## config.mk

```make
export PLATFORM = sky130hd
export DESIGN_NAME = gray_updown_counter
export DESIGN_NICKNAME = d
export VERILOG_FILES = /design/src/rtl/gray_updown_counter.sv
export SDC_FILE = /design/constraint.sdc
export NUM_CORES = 1
export LEC_CHECK = 0
export BUFFER_PORTS_ARGS = -buffer_cell sky130_fd_sc_hd__buf_2
export CORE_MARGIN = 2
export CORE_UTILIZATION = 25
export CTS_CLUSTER_DIAMETER = 80
export DETAILED_ROUTE_END_ITERATION = 10
export PLACE_DENSITY = 0.56
export SYNTH_ARGS = -nofsm -noshare
export SYNTH_HDL_FRONTEND = slang
export SYNTH_SLANG_ARGS = --single-unit
```

## constraint.sdc

```tcl
create_clock -name clk -period 2.2 [get_ports clk]
set_input_delay 0.33 -clock clk [delete_from_list [all_inputs] [get_ports clk]]
set_output_delay 0.33 -clock clk [all_outputs]
set_load 0.02 [all_outputs]
```

## src/rtl/gray_updown_counter.sv

```systemverilog
// Up/down Gray-code counter with enable, synchronous clear, Gray-coded
// parallel load and wrap/saturate end behaviour. Binary and Gray copies
// are both registered, so gray_out is glitch-free.
module gray_updown_counter #(
  parameter int unsigned WIDTH    = 4,
  parameter int unsigned SATURATE = 0
) (
  input  logic             clk,
  input  logic             rst,
  input  logic             en,
  input  logic             dir,
  input  logic             clr,
  input  logic             load,
  input  logic [WIDTH-1:0] load_gray,
  output logic [WIDTH-1:0] bin_out,
  output logic [WIDTH-1:0] gray_out,
  output logic             tc,
  output logic             wrap
);

  localparam logic [WIDTH-1:0] ONE = WIDTH'(1);

  logic [WIDTH-1:0] load_bin;
  logic [WIDTH-1:0] bin_nxt;
  logic [WIDTH-1:0] gray_nxt;
  logic             wrap_nxt;

  // Terminal count: at the end of the range in the current direction.
  always_comb begin
    tc = (!dir && (bin_out == '1)) || (dir && (bin_out == '0));
  end

  // Gray-to-binary conversion of the load value, MSB downwards.
  always_comb begin
    load_bin = '0;
    load_bin[WIDTH-1] = load_gray[WIDTH-1];
    for (int unsigned k = 1; k < WIDTH; k++) begin
      load_bin[WIDTH-1-k] = load_bin[WIDTH-k] ^ load_gray[WIDTH-1-k];
    end
  end

  // Next-state selection: clr > load > en > hold.
  always_comb begin
    bin_nxt  = bin_out;
    gray_nxt = gray_out;
    wrap_nxt = 1'b0;
    if (clr) begin
      bin_nxt  = '0;
      gray_nxt = '0;
    end else if (load) begin
      bin_nxt  = load_bin;
      gray_nxt = load_gray;
    end else if (en) begin
      if (tc) begin
        if (SATURATE == 0) begin
          bin_nxt  = dir ? '1 : '0;
          wrap_nxt = 1'b1;
        end
      end else begin
        bin_nxt = dir ? (bin_out - ONE) : (bin_out + ONE);
      end
      gray_nxt = bin_nxt ^ (bin_nxt >> 1);
    end
  end

  // Count, Gray and wrap registers with asynchronous active-low reset.
  always_ff @(posedge clk or negedge rst) begin
    if (!rst) begin
      bin_out  <= '0;
      gray_out <= '0;
      wrap     <= 1'b0;
    end else begin
      bin_out  <= bin_nxt;
      gray_out <= gray_nxt;
      wrap     <= wrap_nxt;
    end
  end

endmodule

```

==> run metrics <==
GP Congestion=~0.77; Max clock buf depth=2; total track usage=between 10% and 20%; post-layout net count=about 110; Resized cells post-CTS=0; Fin. Hold Viols=0; clock-pin slew on the worst setup and hold paths=around 0.06 ns; P_leak=~0.4 nW; Clock Sink Count=8; Max Cap Viol=0; via-per-instance ratio=between 4 and 5; crit path time final=around 2.1 ns; pin count of the biggest net entering global routing=16; die width=around 55 um; gr ovfl total=0; Synthesized Nets=between 80 and 90; unrepaired setup endpoints after global routing=false; EDFF count, synth=0; area post-placement=roughly 770 um^2; Crit Path Class=reg -> out; site row count=18; Slew @ Worst Pin=roughly 0.32 ns; Fin Setup TNS=0 ns; ANT nets after route=0; status=finished, final reports clean; port bufs=19; pwr dens=~650 mW/mm^2; final instance area=about 810 um^2; first-iteration detailed-routing DRC count=10; area of the multi-input gates=approximately 420 um^2; CTS Buf Count=3; hpwl dp=about 1200 um; syn_area_per_cell=roughly 9.6 um^2; ant diodes=0; Syn-to-layout area delta=22.16%; clock tree root buffer cell=clkbuf_4; Die Ht=55.41 um; DRC Markers=0; Die Area=~0.0031 mm^2; initial antenna violation count=0; CP Launch Type=register; final non-filler cell total=120; fillers=260; Yosys warning count=0; largest area contributor in the netlist=dfrtp_1; Final Cycle Share=between 90% and 100%; worst ir drop on vdd=between 0.2 and 0.3 mV; I/O pins=20; vias in the first global route=a little over 600; Worst Path Arrival=around 1.8 ns; TritonCTS clock tree=done; Synth top area share=30.30%; main area contributors after synthesis=dfrtp_1, xnor2_1, a221oi_2; Cell Area, Synth=between 600 and 700 um^2; register bit total from synthesis=8; Pwr Total=0.0005206 W; max-slew violation count=0; post-CTS repair timing setup buffer count=0; Worst Path Required=between 1.5 and 2 ns; share of cells above drive strength 1=between 30% and 40%; Clock Latency Late Sink=~0.25 ns; Hold WC Path Type=in -> reg; dpl cells=approximately 120; Post-Route WL=between 1500 and 2000 um; Setup crit end kind=output port; first-pass GRT wire length=between 2000 and 3000 um; Final setup viols=0; core area=0.002500 mm^2; Seq. cell area=200.2 um^2; Seq/Total Area, Yosys=a little under a third; H-tree depth=1; Max Clock Freq=roughly 480 MHz; DRT Pass-1 Iters=4; Mapped Cells=between 60 and 70; vias=around 590; DR WL/cell=between 10 and 15 um; Yosys cell types=38; critical path peak fanout=6; FFs w/ async S/R, synth=between 90% and 100%; Initial Util=26.43%; Slew HR=about four fifths; clock skew=between 0.002 and 0.0025 ns; Post-synth top flop=dfrtp_1
[cells in the final DEF (no fill, tap or decap), drive strengths merged, types with 2 or more instances in the layout]
master | netlist | routed
buf | 1 | 20
dfrtp | 8 | 8
nor2 | 7 | 7
nand2 | 5 | 5
xnor2 | 4 | 4
a21oi | 4 | 4
inv | 3 | 3
xor2 | 3 | 3
nor3 | 3 | 3
clkbuf | 0 | 3
a221oi | 2 | 2
a211oi | 2 | 2
ha | 2 | 2
o21ai | 2 | 2
and3 | 2 | 2
[metrics by stage]
step | util [%] | setup WS, ns | hold slack [ns]
final | 32.28 | 0.09857 | 0.3490
after CTS | 32.28 | 0.09612 | 0.3474
after floorplan | - | 0.2822 | 0.03441
after global routing | 32.28 | 0.04947 | 0.3356
after detailed placement | 30.98 | 0.2207 | 0.1914
after global placement | 30.98 | 0.2865 | 0.1890
[final timing paths]
kind                                    startpoint  slack (ns)  cells past startpoint                       to
max in group asynchronous                      rst        1.58                      2           wrap$_DFF_PN0_
setup reg to reg            bin_out[1]$_DFFE_PN0P_        0.30                      5  gray_out[1]$_DFFE_PN0P_
setup / recovery            bin_out[1]$_DFFE_PN0P_         0.1                      3                       tc
min in group asynchronous                      rst        0.45                      2   bin_out[2]$_DFFE_PN0P_
hold / removal                        load_gray[0]        0.35                      3  gray_out[0]$_DFFE_PN0P_
hold reg to reg            gray_out[2]$_DFFE_PN0P_        0.61                      2  gray_out[2]$_DFFE_PN0P_
[cell families (layout without fill, tap and decap cells)]
family	count (synthesis)	count (layout)	synth area share (%)
compound gates	18	18	20.65
flops	8	8	30.30
xor+xnor	8	8	12.69
mux	1	1	3.409
fa+ha+maj	3	3	6.818
buf+inv	7	28	6.250
simple gates	24	24	19.89
[report_power, final]
part | total, W | internal (W) | switching [W]
clock | 0.000115 | 0.0000626 | 0.0000523
sequential | 0.000178 | 0.000162 | 0.0000158
combinational | 0.000227 | 0.000104 | 0.000123
[Yosys cell counts, drive strengths merged, types with 2 or more instances]
library cell	number
ha	2
nor2	7
nor3	3
xnor2	4
a21oi	4
o21ai	2
a221oi	2
dfrtp	8
and3	2
xor2	3
inv	3
a211oi	2
nand2	5
[worst max-delay path, cell delays in order (launching register included)]
cell and delay, ns:
dfrtp_1 0.45, or4b_4 0.61, mux2i_4 0.24, buf_2 0.21
[cell type report]
class,instances,area share [%]
clock buffers,3,2.791
inverters,4,1.860
multi-input cells,54,51.94
flip-flops and latches,8,24.81
well taps,30,4.651
repair buffers,21,13.95
[registers in the layout, summed over array words and instances (netlist names)]
signal	count
gray_out	3
wrap	1
bin_out	4
[routing by layer]
metal,vias to the layer above,track usage [%],wire [um]
met5,-,0,0
met4,0,3.136,38
met2,21,17.86,738
li1,295,-,-
met1,271,13.61,724
met3,4,3.513,77
[what timing repair did]
item                       4_1_cts  5_1_grt
setup endpoints to repair        0        0
hold endpoints to repair         8        0
hold buffers                     1        0
(Power assumes the default switching activity.)
